==> src/rtl/cache_pkg.sv <==
// Shared widths, FSM state encoding and address-field helpers for the
// direct-mapped write-through data cache controller.
package cache_pkg;

  localparam int ADDR_WIDTH     = 10;
  localparam int WORD_WIDTH     = 32;
  localparam int WORDS_PER_LINE = 4;
  localparam int LINE_WIDTH     = WORD_WIDTH * WORDS_PER_LINE;
  localparam int INDEX_WIDTH    = 5;
  localparam int OFFSET_WIDTH   = 2;
  localparam int TAG_WIDTH      = ADDR_WIDTH - INDEX_WIDTH - OFFSET_WIDTH;

  typedef enum logic [2:0] {
    IDLE   = 3'd0,
    FILL   = 3'd1,
    REFILL = 3'd2,
    WRITE  = 3'd3,
    DONE   = 3'd4
  } state_e;

  // Word address layout is {tag, index, offset}, offset in the LSBs.
  function automatic logic [TAG_WIDTH-1:0] addr_tag(input logic [ADDR_WIDTH-1:0] a);
    return a[ADDR_WIDTH-1 -: TAG_WIDTH];
  endfunction

  function automatic logic [INDEX_WIDTH-1:0] addr_index(input logic [ADDR_WIDTH-1:0] a);
    return a[OFFSET_WIDTH +: INDEX_WIDTH];
  endfunction

  function automatic logic [OFFSET_WIDTH-1:0] addr_offset(input logic [ADDR_WIDTH-1:0] a);
    return a[OFFSET_WIDTH-1:0];
  endfunction

endpackage

==> src/rtl/line_fill_buffer.sv <==
// Collects the words of a cache line arriving one per memory beat and
// presents them as a flat line, word k at bits [32k+31:32k].
module line_fill_buffer
  import cache_pkg::*;
(
  input  logic                    clk,
  input  logic                    reset_n,
  input  logic                    clear_i,
  input  logic                    load_i,
  input  logic [WORD_WIDTH-1:0]   data_i,
  output logic [OFFSET_WIDTH-1:0] beat_o,
  output logic [LINE_WIDTH-1:0]   line_o
);

  logic [WORD_WIDTH-1:0]   words_q [WORDS_PER_LINE];
  logic [WORD_WIDTH-1:0]   words_d [WORDS_PER_LINE];
  logic [OFFSET_WIDTH-1:0] beat_q, beat_d;

  // The beat counter wraps naturally on the last load, which coincides with
  // the hand-off to the refill cycle.
  always_comb begin
    beat_d  = beat_q;
    words_d = words_q;
    if (clear_i) begin
      beat_d = '0;
      for (int k = 0; k < WORDS_PER_LINE; k++) begin
        words_d[k] = '0;
      end
    end else if (load_i) begin
      words_d[beat_q] = data_i;
      beat_d          = beat_q + OFFSET_WIDTH'(1);
    end
  end

  always_ff @(posedge clk or negedge reset_n) begin
    if (!reset_n) begin
      beat_q <= '0;
      for (int k = 0; k < WORDS_PER_LINE; k++) begin
        words_q[k] <= '0;
      end
    end else begin
      beat_q <= beat_d;
      for (int k = 0; k < WORDS_PER_LINE; k++) begin
        words_q[k] <= words_d[k];
      end
    end
  end

  always_comb begin
    line_o = '0;
    for (int k = 0; k < WORDS_PER_LINE; k++) begin
      line_o[k*WORD_WIDTH +: WORD_WIDTH] = words_q[k];
    end
  end

  assign beat_o = beat_q;

endmodule

==> src/rtl/cache_controller.sv <==
// Write-through, no-write-allocate controller for a direct-mapped cache:
// stalls the CPU on read misses (line fetch + refill) and on every store.
module cache_controller
  import cache_pkg::*;
(
  input  logic                    clk,
  input  logic                    reset_n,
  input  logic                    cpu_read,
  input  logic                    cpu_write,
  input  logic [ADDR_WIDTH-1:0]   cpu_addr,
  input  logic [WORD_WIDTH-1:0]   cpu_wdata,
  output logic                    stall,
  input  logic                    hit,
  output logic                    refill,
  output logic                    update,
  output logic [OFFSET_WIDTH-1:0] offset,
  output logic [INDEX_WIDTH-1:0]  index,
  output logic [TAG_WIDTH-1:0]    tag,
  output logic [LINE_WIDTH-1:0]   line_data,
  output logic [WORD_WIDTH-1:0]   write_data,
  output logic                    mem_read,
  output logic                    mem_write,
  output logic [ADDR_WIDTH-1:0]   mem_addr,
  output logic [WORD_WIDTH-1:0]   mem_wdata,
  input  logic [WORD_WIDTH-1:0]   mem_rdata,
  input  logic                    mem_ready
);

  state_e                  state_q, state_d;
  logic [ADDR_WIDTH-1:0]   laddr_q, laddr_d;
  logic [WORD_WIDTH-1:0]   lwdata_q, lwdata_d;
  logic                    buf_clear;
  logic                    buf_load;
  logic [OFFSET_WIDTH-1:0] beat;

  line_fill_buffer u_line_fill_buffer (
    .clk     (clk),
    .reset_n (reset_n),
    .clear_i (buf_clear),
    .load_i  (buf_load),
    .data_i  (mem_rdata),
    .beat_o  (beat),
    .line_o  (line_data)
  );

  always_ff @(posedge clk or negedge reset_n) begin
    if (!reset_n) begin
      state_q  <= IDLE;
      laddr_q  <= '0;
      lwdata_q <= '0;
    end else begin
      state_q  <= state_d;
      laddr_q  <= laddr_d;
      lwdata_q <= lwdata_d;
    end
  end

  // Stores win over loads; a store hit updates the array in the same cycle
  // it is seen and never again while the request is held.
  always_comb begin
    state_d   = state_q;
    laddr_d   = laddr_q;
    lwdata_d  = lwdata_q;
    stall     = 1'b1;
    refill    = 1'b0;
    update    = 1'b0;
    mem_read  = 1'b0;
    mem_write = 1'b0;
    mem_addr  = laddr_q;
    buf_clear = 1'b0;
    buf_load  = 1'b0;
    case (state_q)
      IDLE: begin
        stall = cpu_write | (cpu_read & ~hit);
        if (cpu_write) begin
          update   = hit;
          laddr_d  = cpu_addr;
          lwdata_d = cpu_wdata;
          state_d  = WRITE;
        end else if (cpu_read && !hit) begin
          laddr_d   = cpu_addr;
          buf_clear = 1'b1;
          state_d   = FILL;
        end
      end
      FILL: begin
        mem_read = 1'b1;
        mem_addr = {addr_tag(laddr_q), addr_index(laddr_q), beat};
        if (mem_ready) begin
          buf_load = 1'b1;
          if (beat == OFFSET_WIDTH'(WORDS_PER_LINE - 1)) begin
            state_d = REFILL;
          end
        end
      end
      REFILL: begin
        refill  = 1'b1;
        state_d = IDLE;
      end
      WRITE: begin
        mem_write = 1'b1;
        if (mem_ready) begin
          state_d = DONE;
        end
      end
      DONE: begin
        stall   = 1'b0;
        state_d = IDLE;
      end
      default: begin
        state_d = IDLE;
      end
    endcase
  end

  always_comb begin
    if (state_q == IDLE) begin
      offset = addr_offset(cpu_addr);
      index  = addr_index(cpu_addr);
      tag    = addr_tag(cpu_addr);
    end else begin
      offset = addr_offset(laddr_q);
      index  = addr_index(laddr_q);
      tag    = addr_tag(laddr_q);
    end
  end

  assign write_data = cpu_wdata;
  assign mem_wdata  = lwdata_q;

endmodule
==> config.mk <==
export PLATFORM = sky130hd
export DESIGN_NAME = cache_controller
export DESIGN_NICKNAME = d
export VERILOG_FILES = /design/src/rtl/cache_pkg.sv /design/src/rtl/line_fill_buffer.sv /design/src/rtl/cache_controller.sv
export SDC_FILE = /design/constraint.sdc
export NUM_CORES = 1
export LEC_CHECK = 0
export CORE_ASPECT_RATIO = 1.1
export CORE_MARGIN = 2
export CORE_UTILIZATION = 25
export DETAILED_ROUTE_END_ITERATION = 10
export SYNTH_ARGS = -nofsm -noshare
export SYNTH_HDL_FRONTEND = slang
export SYNTH_SLANG_ARGS = --single-unit
==> constraint.sdc <==
create_clock -name clk -period 1.5 [get_ports clk]
set_input_delay 0.15 -clock clk [delete_from_list [all_inputs] [get_ports clk]]
set_output_delay 0.15 -clock clk [all_outputs]
set_load 0.01 [all_outputs]
======== Word level (Yosys, flattened, before mapping) ========
Index checks and enable logic that the tools add are counted.
operators by class
  add/subtract/negate cells ............... 1
  order comparisons ....................... 2
  equal/unequal tests ..................... 9
  mux-type cells .......................... 30
  bitwise gates (word level) .............. 4
  reduce and logical (&&, ||, !) cells .... 9
operators with widths
  cell                   number
  $mux W128              2
  $bwmux W128            1
  $demux W32 S2          1
  $mux W32               1
  $mux W10               2
  $mux W3                6
  $mux W1                10
  $pmux W3 S3            1
  $mux W2                4
  $eq A3 B2 Y1 const B   2
  $ne A2 B2 Y1 const B   3
  $mux W5                1
  $reduce_and A2 Y1      2
  $reduce_and A4 Y1      1
  $reduce_bool A2 Y1     2
  $eq A3 B1 Y1 const B   1
  $eq A3 B3 Y1 const B   1
  $ge A3 B3 Y1 const B   1
  $logic_not A3 Y1       1
  $lt A3 B1 Y1 const B   1
  $ne A3 B3 Y1 const B   1
  $not A2 Y3             1
  $add A2 B1 Y2 const B  1
  $eq A2 B2 Y1 const B   1
  6 further kinds        7
word-level totals
  flip-flop bits (word level) ............. 175
  bits of input ports ..................... 80
  word-level logic and storage cells ...... 63

======== Logic depth before layout (Yosys ltp) ========
Gate-level depths: netlist (run 1).
  depth in word-level cells ............... 8
  mapped depth ............................ 7
  depth with buffers taken out ............ 5

======== By module ========
Synthesis (run 1) repeated with hierarchy kept, for this count alone.
second synthesis, totals
  cells, all modules ...................... 632
  area total of the unflattened synthesis .. 8199.1 µm²
by module, submodules not included
  module            times used  cells each  area an instance (µm²)
  line_fill_buffer  1           465         5841.9
  cache_controller  1           167         2357.3

======== Least setup slack after synthesis (run 1) ========
No wires, ideal clock.
  path type ............................... reg-to-reg
  start ................................... reg state_q[1]
  end ..................................... reg lwdata_q[10] (netlist: mem_wdata[10])
  library setup time ...................... 0.128 ns
  data arrival time ....................... 1.444 ns
  data required time ...................... 1.372 ns
  path slack .............................. -0.072 ns
  cell stages (with the launch flop) ...... 7
  period minus slack after synthesis ...... 1.572 ns
  cell sequence ........................... dfrtp_1 buf_6 nor3_4 and2_1 buf_2 buf_4 mux2_1
on the way
  longest elaborated chain between the ends .. 2
RTL lines
  element                      line                    text
  from (decl)                  cache_controller.sv:29  state_e state_q, state_d;
  from (signal assigned)       cache_controller.sv:52  state_q <= state_d;
  $logic_not A3 Y1             cache_controller.sv:72  case (state_q)
  $reduce_and A2 Y1 (no line)  n/a
  to (signal assigned)         cache_controller.sv:54  lwdata_q <= lwdata_d;
  to (decl)                    cache_controller.sv:31  logic [WORD_WIDTH-1:0] lwdata_q, lwdata_d;
Every way passes these cells.
A chain may end at the register's enable or synchronous reset.

======== Worst setup path in the final report (run 1) ========
  start ................................... reg state_q[2]
  end ..................................... out index[4]
on the way
  longest elaborated chain between the ends .. 2
RTL lines
  element           line                     text
  $logic_not A3 Y1  cache_controller.sv:117  if (state_q == IDLE) begin
  $mux W5           cache_controller.sv:117
  to (decl)         cache_controller.sv:17   output logic [INDEX_WIDTH-1:0] index,
Every way passes these cells.

==> results of run 1 <==
[where the power goes]
part	internal, mW	total (mW)	switching [mW]
Combinational	7.75	15.3	7.56
Sequential	6.69	7.79	1.09
Clock	2.31	4.42	2.10
[cells in the final DEF, fill, tap and decap left out, types with 2 or more instances in the layout]
master,n
nand3_2,4
clkinv_4,4
clkdlybuf4s50_1,112
clkbuf_16,23
a21oi_2,119
dfrtp_1,174
mux2_2,2
o21ai_0,98
clkinvlp_4,3
o21ai_1,25
dlygate4sd2_1,140
o21ai_2,7
buf_4,33
a21oi_1,5
mux2_4,49
nand3_4,8
ha_2,3
nand2_1,6
a21oi_4,7
nand2_2,2
dlymetal6s2s_1,26
buf_8,6
buf_6,34
inv_6,4
inv_1,5
buf_12,36
buf_16,7
buf_2,3
nand3_1,117
[path summary, 6_finish.rpt]
path	startpoint	endpoint	slack (ns)
min in group clk	cpu_wdata[14]	mem_wdata[14]	0.35
worst max register to register	state_q[2]	u_line_fill_buffer.line_o[108]	-0.36
worst max-delay path	state_q[2]	index[4]	-0.49
worst min register to register	mem_wdata[13]	mem_wdata[13]	0.50
max in group asynchronous	reset_n	u_line_fill_buffer.line_o[14]	0.77
worst min-delay path	reset_n	u_line_fill_buffer.line_o[118]	0.11
[per-layer routing]
metal / up-vias / track usage / wire, um
met5: - / 0 / 13
met4: 2 / 0.0870 / 1030
met3: 53 / 0.0425 / 1820
met2: 295 / 0.318 / 16400
met1: 3841 / 0.237 / 14000
li1: 3329 / - / -
[flip-flops by register name, indices dropped and copies added, names as in the netlist]
name,cells
u_line_fill_buffer.line_o,128
mem_wdata,32
laddr_q,10
state_q,3
u_line_fill_buffer.beat_o,2
[metrics by stage]
stage | cells | TNS, ns | instance area [sq um]
floorplan | 774 | -1.27 | 7920
global placement | 1419 | -36.79 | 11300
detailed placement | 1419 | -36.25 | 11300
CTS | 1507 | -84.16 | 13300
global route | 1510 | -64.60 | 13700
finish | 1510 | -54.37 | 13700
[logic make-up (layout without fill, tap and decap cells)]
| group | after synthesis | after routing | synth area share |
|---|---|---|---|
| AO/OA/AOI/OAI | 265 | 265 | 0.169 |
| flip-flops | 175 | 175 | 0.555 |
| AND/OR/NAND/NOR | 151 | 151 | 0.100 |
| buffers and inverters | 127 | 443 | 0.0949 |
| multiplexers | 52 | 52 | 0.0742 |
| adder cells (fa/ha/maj) | 4 | 4 | 0.00635 |
[layout make-up]
class                           count  area [sq um]
Timing Repair Buffer              405          4500
Multi-Input combinational cell    472          3700
Fill cell                        2969         17500
Tap cell                          420           526
Clock buffer                       18           429
Inverter                            7          31.3
Sequential cell                   175          4380
Clock inverter                     13           130
[repair_timing]
item	in CTS	in global routing
hold buffers	1	0
pin swaps	3	14
gates cloned	20	8
endpoints found under the setup margin	330	213
hold endpoints to repair	175	0
buffers inserted	36	18
gates resized for setup	409	170
==> run_results.csv, run 1 <==
group,metric,value,unit
routing,wire_per_inst,22.0,um
grt,track_usage,0.191,
floorplan,die-height,190,um
synth,synth_most_common_cell,"dfrtp_1",
grt,antenna_found_initial,1,
synth,syn_inst,774,
cts,cts_tree,"yes",
floorplan,rows,68,
timing,setup_viol,190,
grt,grt_pass1_vias,7853,
timing,clock_skew,0.0227,ns
grt,overflow,0,
routing,antenna_left,0,
timing,fmax,501,MHz
timing,holdWs,0.115,ns
place,portBuffers,296,
synth,synth_top_area_share,0.555,
cts,clk_path_buf_depth,2,
synth,synth_cell_types,30,
timing,drv_slew,0,
synth,ys_warn_count,0,
synth,syn_area,7890,sq um
synth,ys_seq_area_frac,0.555,
worst_setup_path,worstPathArrival,1.84,ns
worst_setup_path,worst_setup_path_end_kind,"primary output",
synth,syn_nets,858,
floorplan,core-area,31200,sq um
run_status,violations,"negative setup slack",
routing,vias_per_cell,4.98,
synth,synth_ff_type,"dfrtp_1",
min_path,hold_class,"in2async",
worst_setup_path,cpMostUsedCell,"buf_6",
worst_setup_path,slowest_stage,"dfrtp_1",
final_layout,n_antenna_cell,0,
final_layout,nets,1162,
power_and_ir_drop,vdd_drop_max,0.705,mV
grt,grt_pass1_wl,48300,um
synth,synth.largest_area_cell,"dfrtp_1",
routing,dr.first_iter.drc_count,625,
run_status,status,"finished, violations left",
worst_setup_path,cp.required,1.35,ns
timing,finalCriticalPeriod,1.99,ns
timing,fin_crit_sh,1.33,
worst_setup_path,cp_max_fo,5,
synth,synth_edf_count,0,
job,cap_violations,0,
floorplan,die-area,33000,sq um
cts,cts_buffers,17,
synth,yosys-top-cells-area,"dfrtp_1 56%, a21oi_1 8.3%, nand3_1 8.2%",
worst_setup_path,r2r_cells,10,
cts,cts_sinks,175,
synth,synth.avg_cell_area,10.2,sq um
place,hpwl,19400,um
worst_setup_path,crit_chain,"buf_6 -> nor3_4 -> buf_6 -> buf_8 -> mux2_4 -> buf_6",
cts,clock_latency,0.45,ns
worst_setup_path,worst-path-stages,6,
timing,setup_slack,-0.495,ns
grt,grt_max_degree,66,
floorplan,start_util,0.253,
cts,htree_levels,4,
timing,worstMarginPinSlew,0.429,ns
worst_setup_path,max_stage_delay,0.41,ns
worst_setup_path,cp_num_buf_inv,4,
synth,synthArstFlopShare,1.00,
synth,synth_common_cells,"175 x dfrtp_1, 131 x a21oi_1, 129 x nand3_1, 119 x o21ai_0, 49 x buf_4",
place,gp_congestion,0.795,
timing,rsz0062_at_grt,"true",
routing,wl,33200,um
timing,slew_headroom,0.711,
floorplan,ios,297,
worst_setup_path,critPathTopFamily,"buffers and inverters",
synth,ys_ff_latch,175,
routing,drt_first_pass_iters,5,
timing,hold_viol,0,
power_and_ir_drop,p_leak,6.18,nW
worst_setup_path,worst_setup_path_start_kind,"register",
routing,drc,0,
floorplan,die_w,173,um
cts,clk_pin_slew,0.08,ns
place,place_ws,-0.385,ns
final_layout,layout-drive-gt1-share,0.341,
power_and_ir_drop,design_power_total,27.5,mW
routing,vias,7520,
final_layout,utilization,0.439,
worst_setup_path,setup.worst_path.class,"reg2out",
final_layout,area.growth.synth_to_final,73.7,%
power_and_ir_drop,pwr_density_cell,2010,nW/um^2
cts,cts_root_buf,"clkbuf_16",
Power figures use the tool's default switching activity.
==> inputs of run 2 (changes only) <==
ABC_AREA = 1   (was not set)
PLACE_DENSITY_LB_ADDON = 0.1   (was not set)
==> run_results.csv, run 2 <==
group,metric,value,unit
run_status,status,"finished, violations left",
run_status,violations,"negative setup slack",
synth,synth_ff_type,"dfrtp_1",
synth,synth_top_area_share,0.560,
timing,hold_viol,0,
place,gp_congestion,0.729,
timing,clock_skew,0.0167,ns
synth,synthArstFlopShare,1.00,
place,place_ws,-0.276,ns
power_and_ir_drop,pwr_density_cell,1740,nW/um^2
floorplan,die-height,190,um
place,placed_cells,1546,
cts,clk_pin_slew,0.06,ns
worst_setup_path,worstPathArrival,1.65,ns
floorplan,die-area,32700,sq um
synth,synth_most_common_cell,"nand3_1",
timing,setup_viol,146,
timing,worstMarginPinSlew,0.543,ns
worst_setup_path,cp.required,1.35,ns
final_layout,area.growth.synth_to_final,75.0,%
timing,rsz0062_at_grt,"true",
synth,synth_edf_count,0,
worst_setup_path,worst_setup_path_start_kind,"register",
worst_setup_path,setup.worst_path.class,"reg2out",
worst_setup_path,endpoint,"tag[1]",
routing,drt_first_pass_iters,6,
routing,wire_per_inst,20.2,um
routing,drc,0,
grt,antenna_found_initial,0,
floorplan,die_w,173,um
floorplan,start_util,0.256,
routing,vias_per_cell,4.65,
timing,fin_crit_sh,1.20,
worst_setup_path,cp_max_fo,5,
timing,slew_headroom,0.637,
synth,synth.largest_area_cell,"dfrtp_1",
worst_setup_path,regToRegSetupSlack,-0.21,ns
grt,overflow,0,
cts,cts_root_buf,"clkbuf_16",
grt,grt_max_degree,41,
final_layout,final_cells,1646,
floorplan,rows,67,
routing,wl,33200,um
final_layout,final_cell_mix,"230 x nand2_1, 173 x dfrtp_1, 154 x nand3_1",
floorplan,ios,297,
routing,vias,7652,
cts,cts_tree,"yes",
place,hpwl,19100,um
worst_setup_path,regToRegStartpoint,"state_q[2]",
final_layout,layout-drive-gt1-share,0.272,
power_and_ir_drop,vdd_drop_max,0.630,mV
worst_setup_path,critPathLaunch,"state_q[2]",
synth,yosys-top-cells-area,"dfrtp_1 56%, nand3_1 18%, nand2_1 12%",
cts,cts_buffers,17,
synth,synth_common_cells,"280 x nand3_1, 241 x nand2_1, 175 x dfrtp_1, 46 x buf_4, 33 x clkbuf_1",
cts,clock_latency,0.44,ns
cts,cts_sinks,175,
floorplan,core-area,30600,sq um
synth,synth.avg_cell_area,8.81,sq um
synth,syn_inst,888,
place,portBuffers,296,
synth,syn_nets,972,
grt,track_usage,0.195,
power_and_ir_drop,p_leak,7.31,nW
synth,ys_ff_latch,175,
routing,dr.first_iter.drc_count,330,
synth,ys_seq_area_frac,0.560,
timing,setup_slack,-0.298,ns
worst_setup_path,timing.rr.end,"u_line_fill_buffer.line_o[70]",
final_layout,largest_reg_flops,128,
timing,drv_slew,0,
synth,ys_warn_count,0,
grt,grt_pass1_wl,48900,um
timing,fin_tns_setup,-21.24,ns
worst_setup_path,worst_setup_path_end_kind,"primary output",
synth,synth_cell_types,21,
grt,grt_pass1_vias,7649,
timing,fmax,556,MHz
cts,clk_path_buf_depth,2,
final_layout,layout_commonest_cell,"nand2_1",
min_path,hold_class,"in2async",
worst_setup_path,r2r_cells,10,
power_and_ir_drop,design_power_total,23.9,mW
cts,htree_levels,4,
final_layout,nets,1304,
job,cap_violations,0,
final_layout,n_antenna_cell,0,
timing,finalCriticalPeriod,1.80,ns
synth,syn_area,7820,sq um
routing,antenna_left,0,
[run 2: cell types whose count changed in the layout (fill, tap and decap cells not counted), sizes merged, moves of 3 or more]
cell,before,now
a21oi,131,0
and2,3,0
buf,119,131
clkinvlp,3,8
dlymetal6s2s,26,29
inv,11,22
mux2,52,0
nand2,8,247
nand3,129,280
nand3b,0,14
nand4,0,6
nor2,1,10
o21ai,131,22
[run 2: how the worst min path moves through the flow]
stage,start,to,slack (ns),depth (start not counted)
after floorplan,reset_n,laddr_q[0],-0.15,0
after global placement,reset_n,mem_wdata[7],0.12,1
after detailed placement,reset_n,mem_wdata[7],0.11,1
after CTS,reset_n,mem_wdata[7],0.22,2
after global routing,reset_n,mem_wdata[7],0.23,2
final,reset_n,mem_wdata[7],0.22,2
[run 2: final cells by class]
cell class | instances | area [sq um]
clock buffer | 19 | 433
clock inverter | 12 | 88.8
fill | 3057 | 16900
inverter | 20 | 78.8
multi-input combinational | 584 | 3530
sequential | 175 | 4380
tap | 414 | 518
timing repair buffer | 419 | 4640
timing repair inverter | 3 | 22.5
[run 2: timing repair]
action                     in CTS  in global routing
setup endpoints to repair     242                210
gates resized for setup       391                119
setup buffers                  22                 25
pin swaps                      48                 50
hold endpoints to repair       32                  0
gates cloned                   33                 10
hold buffers                    1                  0
[run 2: worst max-delay path, stage by stage (launching register included)]
cell and delay (ns):
dfrtp_1 0.40, inv_2 0.07, nand2_4 0.07, nor2_8 0.17
buf_6 0.13, clkinvlp_4 0.10, nand2_1 0.08, o21ai_1 0.06
buf_2 0.14
[run 2: routing by layer]
layer	up-vias	track usage	share of wire
met5	-	0	0
met4	0	0.0473	0.013
met3	18	0.0552	0.060
met2	236	0.343	0.51
met1	3810	0.235	0.42
li1	3588	-	-
[run 2: kinds of logic after synthesis]
group / after synthesis / synth area share
and+or+nand+nor: 555 / 0.326
buffers and inverters: 132 / 0.0932
DFF: 175 / 0.560
adders and majority gates: 4 / 0.00640
AOI/OAI and AO/OA: 22 / 0.0141
[run 2: power by group]
part,internal (mW),switching (mW),leakage [nW]
clock network,2.12,2.05,0.246
registers,6.48,1.17,2.28
logic,5.74,6.31,4.78
[run 2: per-stage QoR]
step / hold WS (ns) / instance area (sq um) / util
floorplan: -0.146 / 7820 / -
global placement: 0.122 / 11300 / 0.369
detailed placement: 0.113 / 11300 / 0.369
CTS: 0.219 / 13400 / 0.437
global route: 0.229 / 13700 / 0.447
finish: 0.217 / 13700 / 0.447
==> inputs of run 3 (changes only) <==
ABC_AREA = not set   (was 1)
==> run_results.csv, run 3 (same netlist as run 1, synthesis figures left out) <==
group,metric,value,unit
run_status,status,"finished, violations left",
run_status,violations,"negative setup slack",
place,hpwl,20000,um
worst_setup_path,slowest_stage,"dfrtp_1",
worst_setup_path,regToRegStartpoint,"state_q[1]",
floorplan,rows,68,
cts,cts_sinks,175,
final_layout,multi_input_area,3080,sq um
worst_setup_path,worstPathArrival,1.83,ns
worst_setup_path,worst_setup_path_end_kind,"primary output",
place,portBuffers,296,
cts,htree_levels,4,
power_and_ir_drop,design_power_total,25.7,mW
final_layout,layout_commonest_cell,"dfrtp_1",
floorplan,start_util,0.253,
grt,grt_pass1_wl,48500,um
grt,grt_pass1_vias,7449,
worst_setup_path,cp.required,1.35,ns
worst_setup_path,critPathLaunch,"state_q[1]",
final_layout,final_area,13300,sq um
place,placed_cells,1427,
floorplan,core-area,31200,sq um
cts,clock_latency,0.44,ns
timing,hold_viol,0,
timing,setup_viol,189,
cts,cts_root_buf,"clkbuf_16",
place,place_ws,-0.346,ns
cts,clk_pin_slew,0.07,ns
final_layout,nets,1171,
routing,dr.first_iter.drc_count,358,
final_layout,area.growth.synth_to_final,68.4,%
timing,drv_slew,0,
timing,worstMarginPinSlew,0.371,ns
worst_setup_path,max_stage_delay,0.39,ns
floorplan,die_w,173,um
routing,vias,7192,
job,cap_violations,0,
timing,clock_skew,0.0119,ns
floorplan,ios,297,
timing,finalCriticalPeriod,1.98,ns
worst_setup_path,crit_chain,"buf_6 -> nor3_4 -> clkbuf_16 -> mux2_4 -> buf_6",
worst_setup_path,r2r_cells,10,
grt,track_usage,0.193,
worst_setup_path,worst_setup_path_start_kind,"register",
timing,rsz0062_at_grt,"true",
routing,drt_first_pass_iters,4,
place,gp_congestion,0.768,
cts,cts_buffers,17,
final_layout,layout-drive-gt1-share,0.225,
worst_setup_path,cp_max_fo,4,
grt,overflow,0,
place,post_dp_cell_area,11300,sq um
floorplan,die-area,33000,sq um
min_path,hold_class,"in2async",
floorplan,die-height,190,um
final_layout,utilization,0.426,
grt,antenna_found_initial,1,
routing,drc,0,
cts,cts_tree,"yes",
routing,wl,31800,um
timing,fmax,505,MHz
routing,vias_per_cell,4.73,
routing,wire_per_inst,20.9,um
grt,grt_max_degree,49,
timing,fin_crit_sh,1.32,
power_and_ir_drop,pwr_density_cell,1930,nW/um^2
worst_setup_path,cpMostUsedCell,"buf_6",
final_layout,largest_reg_flops,128,
worst_setup_path,setup.worst_path.class,"reg2out",
cts,clk_path_buf_depth,2,
final_layout,final_cell_mix,"175 x dfrtp_1, 136 x dlygate4sd2_1, 129 x nand3_1",
timing,slew_headroom,0.750,
power_and_ir_drop,p_leak,6.29,nW
final_layout,ff_latch_area,4380,sq um
final_layout,final_cells,1521,
timing,setup_slack,-0.480,ns
final_layout,fillCellCount,3070,
routing,antenna_left,0,
power_and_ir_drop,vdd_drop_max,0.705,mV
==> run 3: final timing paths <==
path / end / slack, ns
max: tag[1] / -0.48
min in group clk: laddr_q[1] / 0.35
min reg2reg: mem_wdata[6] / 0.50
max reg2reg: u_line_fill_buffer.line_o[26] / -0.47
min: u_line_fill_buffer.line_o[100] / 0.19
max in group asynchronous: u_line_fill_buffer.line_o[112] / 0.75
==> run 3: layer usage <==
metal / part of all wire / vias up / GRT usage / routed length [um]
li1: - / 3346 / - / -
met1: 0.43 / 3592 / 0.244 / 13600
met2: 0.50 / 225 / 0.328 / 15900
met3: 0.057 / 29 / 0.0474 / 1830
met4: 0.016 / 0 / 0.0535 / 501
met5: 0 / - / 0 / 0
==> run 3: repair_timing <==
item                       in CTS  in global routing
hold endpoints to repair      152                  0
setup endpoints to repair     325                220
pin swaps                       5                  6
buffers inserted               30                 11
gates cloned                   21                  1
hold buffers                    1                  0
resized for setup             314                 83
==> run 3: final cells by class <==
cell class | instances | share of cell area
inverter | 7 | 0.00235
multi-input combinational | 472 | 0.232
antenna | 1 | 0.000188
tap | 420 | 0.0396
clock inverter | 15 | 0.0114
timing repair buffer | 414 | 0.353
sequential | 175 | 0.330
clock buffer | 17 | 0.0320
==> run 3: report_power, final <==
| group | leakage [nW] | internal, mW | switching [mW] | total [mW] |
|---|---|---|---|---|
| logic | 3.75 | 6.85 | 6.61 | 13.5 |
| clock network | 0.278 | 2.35 | 2.17 | 4.52 |
| registers | 2.25 | 6.69 | 1.04 | 7.73 |
| total | 6.29 | 15.9 | 9.82 | 25.7 |
==> run 3: stage by stage <==
step	TNS (ns)	hold slack, ns
floorplan	-1.27	-0.146
global placement	-35.14	0.107
detailed placement	-37.25	0.101
CTS	-81.66	0.187
global route	-83.49	0.210
finish	-75.69	0.194
==> run 3: worst max-delay path, delay by kind of cell (launching register included) <==
family,cells,cell delay (ns)
DFF,1,0.39
buffers and inverters,3,0.45
and+or+nand+nor,1,0.26
muxes,1,0.30
